==> src/rtl/fract_pkg.sv <==
// Shared definitions for the normalised-fraction divider: default widths and
// controller state encoding.
package fract_pkg;

   localparam int unsigned FRAC_W_DEF  = 7;
   localparam int unsigned GUARD_W_DEF = 2;

   typedef enum logic [1:0] {
      IDLE = 2'd0,
      CALC = 2'd1,
      DONE = 2'd2
   } div_state_e;

endpackage : fract_pkg

==> src/rtl/fract_divider_if.sv <==
// Operand/result handshake bundle between the divider and its producer/consumer.
interface fract_divider_if #(
   parameter int unsigned FRAC_W  = fract_pkg::FRAC_W_DEF,
   parameter int unsigned GUARD_W = fract_pkg::GUARD_W_DEF
) ();

   logic               in_valid;
   logic               in_ready;
   logic [FRAC_W-1:0]  a_fract;
   logic [FRAC_W-1:0]  b_fract;
   logic               out_valid;
   logic               out_ready;
   logic [FRAC_W-1:0]  q_fract;
   logic [GUARD_W-1:0] q_guard;
   logic               q_sticky;
   logic               exp_dec;

   modport master (
      output in_valid, a_fract, b_fract, out_ready,
      input  in_ready, out_valid, q_fract, q_guard, q_sticky, exp_dec
   );

   modport slave (
      input  in_valid, a_fract, b_fract, out_ready,
      output in_ready, out_valid, q_fract, q_guard, q_sticky, exp_dec
   );

endinterface : fract_divider_if

==> src/rtl/fract_subtractor.sv <==
// Ripple subtractor a - b computed as a + ~b + 1; borrow_n=1 means a >= b.
module fract_subtractor #(
   parameter int unsigned W = 9
) (
   input  logic [W-1:0] a,
   input  logic [W-1:0] b,
   output logic [W-1:0] diff,
   output logic         borrow_n
);

   logic [W:0] carry;

   assign carry[0] = 1'b1;

   for (genvar g = 0; g < W; g++) begin : g_bit
      full_adder u_fa (
         .a    (a[g]),
         .b    (~b[g]),
         .cin  (carry[g]),
         .sum  (diff[g]),
         .cout (carry[g+1])
      );
   end

   assign borrow_n = carry[W];

endmodule : fract_subtractor

==> src/rtl/full_adder.sv <==
// Single-bit full adder cell.
module full_adder (
   input  logic a,
   input  logic b,
   input  logic cin,
   output logic sum,
   output logic cout
);

   assign sum  = a ^ b ^ cin;
   assign cout = (a & b) | (a & cin) | (b & cin);

endmodule : full_adder

==> src/rtl/fract_divider.sv <==
// Sequential restoring divider for (1.a)/(1.b): one quotient bit per cycle,
// normalised fraction, guard/sticky bits and exponent-decrement flag out.
module fract_divider
   import fract_pkg::*;
#(
   parameter int unsigned FRAC_W  = FRAC_W_DEF,
   parameter int unsigned GUARD_W = GUARD_W_DEF
) (
   input  logic            clk,
   input  logic            rst_n,
   fract_divider_if.slave  bus
);

   localparam int unsigned R_W   = FRAC_W + 2;
   localparam int unsigned Q_W   = FRAC_W + 1 + GUARD_W;
   localparam int unsigned CNT_W = $clog2(Q_W);
   localparam logic [CNT_W-1:0] CNT_LAST = CNT_W'(Q_W - 1);

   div_state_e       state_q, state_d;
   logic [R_W-1:0]   r_q, r_d;
   logic [R_W-1:0]   d_q, d_d;
   logic [Q_W-1:0]   q_q, q_d;
   logic [CNT_W-1:0] cnt_q, cnt_d;
   logic             in_ready_q, in_ready_d;
   logic             out_valid_q, out_valid_d;

   logic [R_W-1:0]   diff;
   logic             borrow_n;

   fract_subtractor #(.W(R_W)) u_sub (
      .a        (r_q),
      .b        (d_q),
      .diff     (diff),
      .borrow_n (borrow_n)
   );

   always_comb begin
      state_d     = state_q;
      r_d         = r_q;
      d_d         = d_q;
      q_d         = q_q;
      cnt_d       = cnt_q;
      in_ready_d  = in_ready_q;
      out_valid_d = out_valid_q;
      unique case (state_q)
         IDLE: begin
            if (bus.in_valid && in_ready_q) begin
               r_d        = {2'b01, bus.a_fract};
               d_d        = {2'b01, bus.b_fract};
               q_d        = '0;
               cnt_d      = '0;
               in_ready_d = 1'b0;
               state_d    = CALC;
            end
         end
         CALC: begin
            // R < 2D keeps both shifted candidates inside R_W bits.
            q_d   = {q_q[Q_W-2:0], borrow_n};
            r_d   = borrow_n ? (diff << 1) : (r_q << 1);
            cnt_d = cnt_q + CNT_W'(1);
            if (cnt_q == CNT_LAST) begin
               out_valid_d = 1'b1;
               state_d     = DONE;
            end
         end
         DONE: begin
            if (bus.out_ready) begin
               out_valid_d = 1'b0;
               in_ready_d  = 1'b1;
               state_d     = IDLE;
            end
         end
         default: begin
            out_valid_d = 1'b0;
            in_ready_d  = 1'b1;
            state_d     = IDLE;
         end
      endcase
   end

   always_ff @(posedge clk) begin
      if (!rst_n) begin
         state_q     <= IDLE;
         r_q         <= '0;
         d_q         <= '0;
         q_q         <= '0;
         cnt_q       <= '0;
         in_ready_q  <= 1'b1;
         out_valid_q <= 1'b0;
      end else begin
         state_q     <= state_d;
         r_q         <= r_d;
         d_q         <= d_d;
         q_q         <= q_d;
         cnt_q       <= cnt_d;
         in_ready_q  <= in_ready_d;
         out_valid_q <= out_valid_d;
      end
   end

   assign bus.in_ready  = in_ready_q;
   assign bus.out_valid = out_valid_q;

   // Quotient in [0.5,2): top bit clear means one extra shift and an exponent decrement.
   always_comb begin
      bus.q_fract  = '0;
      bus.q_guard  = '0;
      bus.q_sticky = 1'b0;
      bus.exp_dec  = 1'b0;
      if (state_q == DONE) begin
         if (q_q[Q_W-1]) begin
            bus.q_fract = q_q[Q_W-2 -: FRAC_W];
            bus.q_guard = q_q[GUARD_W-1:0];
         end else begin
            bus.q_fract = q_q[Q_W-3 -: FRAC_W];
            bus.q_guard = GUARD_W'({q_q[GUARD_W-1:0], 1'b0});
            bus.exp_dec = 1'b1;
         end
         bus.q_sticky = |r_q;
      end
   end

endmodule : fract_divider
==> src/flat_wrapper.sv <==
// flat-port wrapper written by rule: the top's interface ports become plain ports
module fract_divider_flat import fract_pkg::*;
#(
   parameter int unsigned FRAC_W  = FRAC_W_DEF,
   parameter int unsigned GUARD_W = GUARD_W_DEF
)
  (clk, rst_n, bus_in_valid, bus_a_fract, bus_b_fract, bus_out_ready, bus_in_ready, bus_out_valid, bus_q_fract, bus_q_guard, bus_q_sticky, bus_exp_dec);
  fract_divider_if #(.FRAC_W(FRAC_W), .GUARD_W(GUARD_W)) bus_i ();
  input  logic clk;
  input  logic rst_n;
  input wire logic [$bits(bus_i.in_valid)-1:0] bus_in_valid;
  input wire logic [$bits(bus_i.a_fract)-1:0] bus_a_fract;
  input wire logic [$bits(bus_i.b_fract)-1:0] bus_b_fract;
  input wire logic [$bits(bus_i.out_ready)-1:0] bus_out_ready;
  output wire logic [$bits(bus_i.in_ready)-1:0] bus_in_ready;
  output wire logic [$bits(bus_i.out_valid)-1:0] bus_out_valid;
  output wire logic [$bits(bus_i.q_fract)-1:0] bus_q_fract;
  output wire logic [$bits(bus_i.q_guard)-1:0] bus_q_guard;
  output wire logic [$bits(bus_i.q_sticky)-1:0] bus_q_sticky;
  output wire logic [$bits(bus_i.exp_dec)-1:0] bus_exp_dec;
  assign bus_i.in_valid = bus_in_valid;
  assign bus_i.a_fract = bus_a_fract;
  assign bus_i.b_fract = bus_b_fract;
  assign bus_i.out_ready = bus_out_ready;
  assign bus_in_ready = bus_i.in_ready;
  assign bus_out_valid = bus_i.out_valid;
  assign bus_q_fract = bus_i.q_fract;
  assign bus_q_guard = bus_i.q_guard;
  assign bus_q_sticky = bus_i.q_sticky;
  assign bus_exp_dec = bus_i.exp_dec;
  fract_divider #(.FRAC_W(FRAC_W), .GUARD_W(GUARD_W)) u_core (.clk(clk), .rst_n(rst_n), .bus(bus_i));
endmodule
==> config.mk <==
export PLATFORM = sky130hd
export DESIGN_NAME = fract_divider_flat
export DESIGN_NICKNAME = d
export VERILOG_FILES = /design/src/rtl/fract_pkg.sv /design/src/rtl/fract_divider_if.sv /design/src/rtl/fract_subtractor.sv /design/src/rtl/full_adder.sv /design/src/rtl/fract_divider.sv /design/src/flat_wrapper.sv
export SDC_FILE = /design/constraint.sdc
export NUM_CORES = 1
export LEC_CHECK = 0
export ABC_AREA = 1
export CAP_MARGIN = 20
export CELL_PAD_IN_SITES_DETAIL_PLACEMENT = 0
export CELL_PAD_IN_SITES_GLOBAL_PLACEMENT = 1
export CORE_MARGIN = 3
export CORE_UTILIZATION = 30
export CTS_CLUSTER_DIAMETER = 200
export DETAILED_ROUTE_END_ITERATION = 10
export PLACE_DENSITY_LB_ADDON = 0.1
export SLEW_MARGIN = 20
export SYNTH_ARGS = -nofsm -noshare
export SYNTH_HDL_FRONTEND = slang
export SYNTH_SLANG_ARGS = --single-unit
==> constraint.sdc <==
create_clock -name clk -period 9.3 [get_ports clk]
set_input_delay 1.86 -clock clk [delete_from_list [all_inputs] [get_ports clk]]
set_output_delay 1.86 -clock clk [all_outputs]
set_load 0.01 [all_outputs]
==> flow_summary.toml <==
[floorplanning]
die_h_um = 86.5
dieArea_mm2 = 0.00748
die_w_um = 86.5
core_area_mm2 = 0.00610
row_count = 28
pin_count = 31
initial_core_util_pct = 31.9

[setup_path]
crit_type = "register to register"
crit_required_ns = 9.49
critPathMaxFanout = 8
arrival_ns = 4.36
setup.worst_path.start_class = "register"
worst_setup_path_end_kind = "register"

[timing]
slew_headroom_pct = 50.9
hold_viol = 0
fmax_mhz = 240
rsz0062_at_grt = "false"
layout_min_cycle_time_ns = 4.17
period_share_pct = 44.8
tightest_slew_ns = 0.735
layout_setup_ws_ns = 5.13
fin_hold_ws_ns = 0.470
fin_skew_ns = 0.00763
tns_ns = 0
finalSetupViolCount = 0
report.final.slew_viol_count = 0

[clocking]
holdBufCountCts = 0
clk_pin_slew_worst_paths_ns = 0.07
ctsResizeCount = 0
h-tree-depth = 2
cts_buffers = 5
cts_tree = "built"
postCtsSetupRepairBufs = 0
clk_path_buf_depth = 2
clk_root_buffer_cell = "clkbuf_8"
clock-sinks = 35
clk-insertion-delay-late_ns = 0.29

[power]
p_sw_uw = 154
seqPwrFrac_pct = 41.4
p_clk_share_pct = 24.4
power.density_mw_per_mm2 = 179
swShare_pct = 36.7
internal_power_uw = 267
leakagePower_nw = 1.00
combinationalPowerShare_pct = 34.2
peakVddDrop_v = 0.0000721

[layout]
seq_area_um2 = 701
final_area_mm2 = 0.00235
num_antenna_cells = 0
postLayoutCoreUtil_pct = 38.6
drive_gt1_share_pct = 12.2
multi_input_area_mm2 = 0.00102
fill_cells = 687
final_nets = 325
area.growth.synth_to_final_pct = 21.1

[grt]
antenna_found_initial = 0
gr-max-usage-layer = "met2"
use_met1_pct = 17.6
grt_pass1_vias = 1719
grt_use_met3_pct = 3.04
grt_pass1_wl_um = 8040
grt_max_degree = 26
use_met2_pct = 22.3
grt_usage_pct = 13.6
overflow = 0

[place]
hpwl_um = 3250
gp_congestion = 0.793
dpl_cell_area_mm2 = 0.00228
io_buffer_count = 30
pre_cts_ws_ns = 5.11

[drt]
ant_nets = 0
drtIter0Drc = 45
wire_per_inst_um = 12.5
vias_per_cell = 4.50
drc = 0
vias = 1668
first_pass_iters = 4
drt_wl_total_um = 4640

[flow_run]
drv_cap = 0

[logic_synthesis]
synth-seq-area-share_pct = 36.1
syn_avg_cell_area_um2 = 7.22
ys_types = 27
synth_top_area_share_pct = 36.1
yosysTopAreaCell = "dfxtp_1"
synth_nets = 297
synth_area_leaders = "dfxtp_1 (36%), nand2_1 (12%), inv_1 (7.9%)"
netlist_area_mm2 = 0.00194
synth-seq-cells = 35
netlist_instances = 269
ys_warn_count = 0

[worst_hold_path]
hold_path.class = "register to register"

[run_status]
outcome = "finished clean"
## power by group through the flow
stage               clock [mW]  sequential (mW)  combinational [mW]
floorplan                    0            0.175               0.112
global placement             0            0.178               0.148
detailed placement           0            0.178               0.146
CTS                      0.108            0.174               0.146
global route             0.113            0.176               0.167
finish                   0.103            0.174               0.144
## cells in the final DEF, fill, tap and decap left out, types with 2 or more instances in the layout
| cell | Yosys | final |
|---|---|---|
| clkbuf_8 | 0 | 5 |
| nand4_1 | 2 | 2 |
| nor2_4 | 2 | 2 |
| a21oi_1 | 9 | 9 |
| nand3_1 | 25 | 25 |
| nand2_2 | 13 | 13 |
| inv_1 | 41 | 41 |
| nand2_1 | 61 | 61 |
| nor2_1 | 23 | 23 |
| clkdlybuf4s50_1 | 0 | 30 |
| fa_1 | 7 | 7 |
| dfxtp_1 | 35 | 35 |
| a21oi_2 | 10 | 10 |
| ha_1 | 3 | 3 |
| inv_2 | 2 | 2 |
| o21ai_0 | 12 | 12 |
| o22ai_1 | 7 | 7 |
## cells in the mapped netlist (all sizes together)
cell,count
a21oi,19
a31oi,1
buf,8
clkbuf,1
dfxtp,35
fa,7
ha,3
inv,44
nand2,75
nand3,25
nand4,2
nor2,26
nor3,1
o21ai,13
o22ai,7
or2,2
## final timing paths
check / from / to / slack (ns) / depth (start not counted)
setup / recovery: u_core.r_q[0] / u_core.r_q[5] / 5.13 / 17
hold / removal: u_core.bus.out_valid / u_core.bus.out_valid / 0.47 / 2
setup reg to reg: u_core.r_q[0] / u_core.r_q[5] / 5.13 / 17
hold reg to reg: u_core.bus.out_valid / u_core.bus.out_valid / 0.47 / 2
## per-stage QoR
step                      cells  total power, mW
after floorplan             269            0.287
after global placement      365            0.326
after detailed placement    365            0.323
after CTS                   371            0.428
after global routing        371            0.456
final                       371            0.421
## area by class of cell
| type | count | share of cell area (%) |
|---|---|---|
| Inverter | 44 | 7.13 |
| Tap cell | 75 | 3.99 |
| Timing Repair Buffer | 30 | 12.8 |
| Clock buffer | 6 | 3.09 |
| Multi-Input combinational cell | 181 | 43.2 |
| Sequential cell | 35 | 29.8 |
## logic make-up after synthesis
kind of cell               count (synthesis)  synth area share [%]
and+or+nand+nor                          131                  30.5
buffers and inverters                     53                  11.6
AOI/OAI and AO/OA                         40                  12.7
DFF                                       35                  36.1
adders and majority gates                 10                  9.14
## per-layer routing
layer / vias to the layer above / routed length [um]
li1: 894 / -
met1: 743 / 2340
met2: 26 / 2070
met3: 5 / 183
met4: 0 / 51
met5: - / 0
## critical path, stage by stage (launching register included)
cell	delay, ns
dfxtp_1	0.35
inv_1	0.08
ha_1	0.22
fa_1	0.41
fa_1	0.43
fa_1	0.43
fa_1	0.42
fa_1	0.45
fa_1	0.40
inv_1	0.08
fa_1	0.20
inv_1	0.04
nand2_1	0.21
nand2_1	0.10
nand3_1	0.09
nand3_1	0.07
nand2_1	0.07
inv_1	0.03
## sequential cells by signal, summed over array words and instances (netlist names)
name / count
u_core.r_q: 9
u_core.bus.in_ready: 1
u_core.bus.out_valid: 1
u_core.cnt_q: 4
u_core.q_q: 10
u_core.state_q: 2
u_core.d_q: 8
Note: power is estimated with default switching activity, not from simulation.
==> patch 1, RTL diff (config.mk and constraints unchanged) <==
Encoding of `div_state_e`: now one-hot (3 bits for 3 states).
--- a/src/rtl/fract_pkg.sv
+++ b/src/rtl/fract_pkg.sv
@@ -5,10 +5,10 @@
    localparam int unsigned FRAC_W_DEF  = 7;
    localparam int unsigned GUARD_W_DEF = 2;
 
-   typedef enum logic [1:0] {
-      IDLE = 2'd0,
-      CALC = 2'd1,
-      DONE = 2'd2
+   typedef enum logic [2:0] {
+      IDLE = 3'b001,
+      CALC = 3'b010,
+      DONE = 3'b100
    } div_state_e;
 
 endpackage : fract_pkg
Check against the original RTL: no difference found for any inputs over 10 cycles, from zero or initial values and one cycle with rst_n low; not proved beyond that.
==> patch 1 against the original RTL <==
Synthesized area is 3.7% lower. Sequential cell count is 1 higher. Hold slack hardly changed. Fmax is 2.3% lower. Design area is 3.5% lower. Core utilization is 0.68 points lower. Worst setup slack worse by 0.098 ns. Routed wire length is 4.8% lower. Critical path type unchanged. Critical endpoint is now u_core.r_q[2]. Largest cell class unchanged.
Power is not compared: it rests on default switching activity, and its combinational part moved more than twofold at a synthesized area within 25%.
==> patch 1: results (changes against the original RTL) <==
met3 Usage GRT 3.59% (+0.55 points); Inst Count DP 356 (-2.5%); commonest cells in the netlist nand2_1, dfxtp_1, nor2_1; clk slew on worst S/H paths 0.07 ns (about the same); Routed Wire Length 4420 um (-4.8%); Synth Area in Adders 9.49% (+0.35 points); top cells by area, synth dfxtp_1, nand2_1, fa_1, nor2_1, inv_1; crit path max-delay cell type fa_1; first-pass GRT wire length 7900 um (-1.7%); Peak VDD IR roughly 180 uV; unique cell type count in the Yosys netlist 25 (-7.4%); Rel. slew slack 52.5% (+1.6 points); met2 usage 22.2% (-0.077 points); hold slack 0.470 ns (-0.000331 ns); Synth Area in XOR/XNOR 0.468% (+0.47 points); worst setup path end u_core.r_q[2]; CP Max Fanout 7 (-1); FFs w/ async S/R, synth 0% (unchanged); synthesized netlist net count 289 (-2.7%); compound-gate portion of the synthesized area 12.2% (-0.52 points); Syn Area/Cell 7.17 um2 (-0.72%); Place WS 4.98 ns (-0.129 ns); flop2flop setup slack 5.03 ns (-0.10 ns); Seq/Total Area, Yosys 38.5% (+2.4 points); multi-input logic area 971 um2 (-4.6%); vias per cell 4.62 (+2.8%); status completed; wire length on met1 2160 um (-7.7%); share of cells above drive strength 1 3.85% (-8.3 points); gr usage total 13.6% (+0.017 points); Initial DRT Pass Iterations 5 (+1); M1 GR Usage 17.7% (+0.16 points); vias in the first global route 1703 (-0.93%); Hold Crit Start u_core.r_q[0]; nets 316 (-2.8%); Initial DRC Count 32 (-29%); end of the worst hold path u_core.r_q[0]; CTS H-tree depth 2 (unchanged); Setup Skew 0.00903 ns (+0.00141 ns); leakage power a little over 0.9 nW; largest net degree at the start of global routing 23 (-12%); met3 routed wirelength 190 um (+3.8%); minimum clock period 4.27 ns (+0.0982 ns); gpl congestion 0.738 (-6.9%); filler cell count 638 (-7.1%); metal2 WL 2020 um (-2.3%); dpl cell area 0.00220 mm2 (-3.4%); Wirelength per Cell 12.2 um (-2.1%); hpwl dp 3210 um (-1.3%); Data arrival, critical path 4.44 ns (+0.08 ns)
patch 1: cell count changes after synthesis, sizes merged:
cell,change
inv,-13
nor2,+13
nand3,-9
nand2,-7
nand3b,+2
o211ai,+2
o21ai,+2
a31oi,-1
clkbuf,+1
dfxtp,+1
nand4,+1
nor3,-1
xor2,+1
patch 1: power breakdown:
group          internal, mW  switching, mW
Combinational         0.105          0.183
Clock                0.0483         0.0511
Sequential            0.190         0.0237
patch 1: cell type report:
| type | count | area share [%] |
|---|---|---|
| well taps | 75 | 4.13 |
| clock buffers | 5 | 3.03 |
| multi-input cells | 184 | 42.8 |
| repair buffers | 30 | 13.2 |
| flip-flops and latches | 36 | 31.7 |
| inverters | 31 | 5.12 |
patch 1: critical path: cells and delay by family (launching register included):
family                   cells  cell delay, ns
adder cells (fa/ha/maj)      8            3.09
flip-flops                   1            0.33
AND/OR/NAND/NOR              6            0.54
buffers and inverters        3            0.20
==> patch 2, RTL diff (config.mk and constraints unchanged) <==
Made on the original files. Set the package constant `GUARD_W_DEF` to 4 (it was 2).
--- a/src/rtl/fract_pkg.sv
+++ b/src/rtl/fract_pkg.sv
@@ -3,7 +3,7 @@
 package fract_pkg;
 
    localparam int unsigned FRAC_W_DEF  = 7;
-   localparam int unsigned GUARD_W_DEF = 2;
+   localparam int unsigned GUARD_W_DEF = 4;
 
    typedef enum logic [1:0] {
       IDLE = 2'd0,
Interface: changed (resized bus_q_guard); port bits go from 31 to 33. No check against the original RTL was run, so the function may have changed too.
==> patch 2 against the original RTL <==
Design area increased by 3.7%. Critical path type unchanged. Sequential cell count up 2. Largest cell class unchanged. Clock power grew 8%. Worst setup slack better by 0.080 ns. Routed wire length is 3.8% higher. Die area is 3.2% higher. Synthesized area increased by 3.4%. Power decreased by 8.0%. Largest power group unchanged.
==> patch 2: results (changes against the original RTL) <==
commonest cells in the netlist nand2_1, inv_1, dfxtp_1; synthesized netlist net count 302 (+1.7%); top cells by area, synth dfxtp_1, nand2_1, inv_1, fa_1, nand3_1; clk slew on worst S/H paths about 0.080 ns; Setup Skew 0.00834 ns (+0.000715 ns); CP delay by family, top adder cells; Hold Crit Start u_core.r_q[0]; share of cells above drive strength 1 11.8% (-0.40 points); biggest regs u_core.q_q: 12 flops, u_core.r_q: 9 flops, u_core.d_q: 8 flops; CP Max Fanout 8 (unchanged); gr usage total 13.9% (+0.36 points); Data arrival, critical path 4.29 ns (-0.07 ns); Synth Area in Adders 8.22% (-0.92 points); clock latency on the worst-skew pair 0.29 ns (about the same); critical path's largest stage delay 0.43 ns (-0.02 ns); Routed Wire Length 4820 um (+3.8%); hpwl dp 3420 um (+5.2%); Synth Area in XOR/XNOR 0% (unchanged); leakage power 1.01 nW (+1.4%); Initial DRC Count 69 (+53%); compound-gate portion of the synthesized area 13.1% (+0.39 points); first-pass GRT wire length 8320 um (+3.5%); status completed; unique cell type count in the Yosys netlist 29 (+7.4%); mux contribution to synthesized area 0% (unchanged); nets 332 (+2.2%); Rel. slew slack 52.9% (+1.9 points); vias post-DR 1716 (+2.9%); Peak VDD IR 68.0 uV (-5.6%); filler cell count 694 (+1.0%); cells on worst reg2reg path 17 (unchanged); Port Buf Inserts 32 (+6.7%); gpl congestion 0.749 (-5.5%); Ys Warns 0 (unchanged); ys flop type dfxtp_1; Seq/Total Area, Yosys 36.9% (+0.80 points)
-- patch 2: final timing paths --
check / to / slack [ns]
worst max register to register: u_core.r_q[5] / 5.21
worst min-delay path: u_core.r_q[0] / 0.47
worst min register to register: u_core.r_q[0] / 0.47
worst max-delay path: u_core.r_q[5] / 5.21
-- patch 2: worst min-delay path, cell delays in order, from the launching register on --
cell and delay (ns):
dfxtp_1 0.31, nand2_1 0.06, a21oi_1 0.05
-- patch 2: cell families (layout without fill, tap and decap cells) --
kind of cell | after synthesis | count (layout)
simple gates | 134 | 134
buf+inv | 52 | 83
compound gates | 43 | 43
flops | 37 | 37
fa+ha+maj | 9 | 9
-- patch 2: where the power goes --
part / internal (mW) / total, mW / leakage, nW / switching, mW
registers: 0.169 / 0.176 / 0.303 / 0.00677
logic: 0.0380 / 0.101 / 0.667 / 0.0629
clock network: 0.0520 / 0.111 / 0.0450 / 0.0590
total: 0.259 / 0.388 / 1.01 / 0.129
-- patch 2: per-layer routing --
metal  track usage [%]  vias up  wire length (um)  share of wire [%]
li1                  -      917                 -                  -
met1              19.1      777              2380                 49
met2              22.0       15              2230                 46
met3              2.92        7               142                2.9
met4              4.46        0                66                1.4
met5                 0        -                 0                  0
-- patch 2: through the flow --
stage	power (mW)	setup WS [ns]	std cells	cell area, um2	hold WS, ns
after global routing	0.420	4.89	383	2440	0.479
after CTS	0.396	5.16	383	2440	0.473
final	0.388	5.21	383	2440	0.466
after floorplan	0.258	5.42	275	2010	0.439
after detailed placement	0.283	5.17	375	2360	0.462
after global placement	0.284	5.21	375	2360	0.452
-- patch 2: cell type report --
class / instances / area [um2] / share of cell area (%)
Clock buffer: 6 / 72.6 / 2.97
Clock inverter: 2 / 10.0 / 0.410
Inverter: 43 / 164 / 6.72
Multi-Input combinational cell: 186 / 1040 / 42.5
Sequential cell: 37 / 741 / 30.4
Tap cell: 77 / 96.3 / 3.95
Timing Repair Buffer: 32 / 320 / 13.1
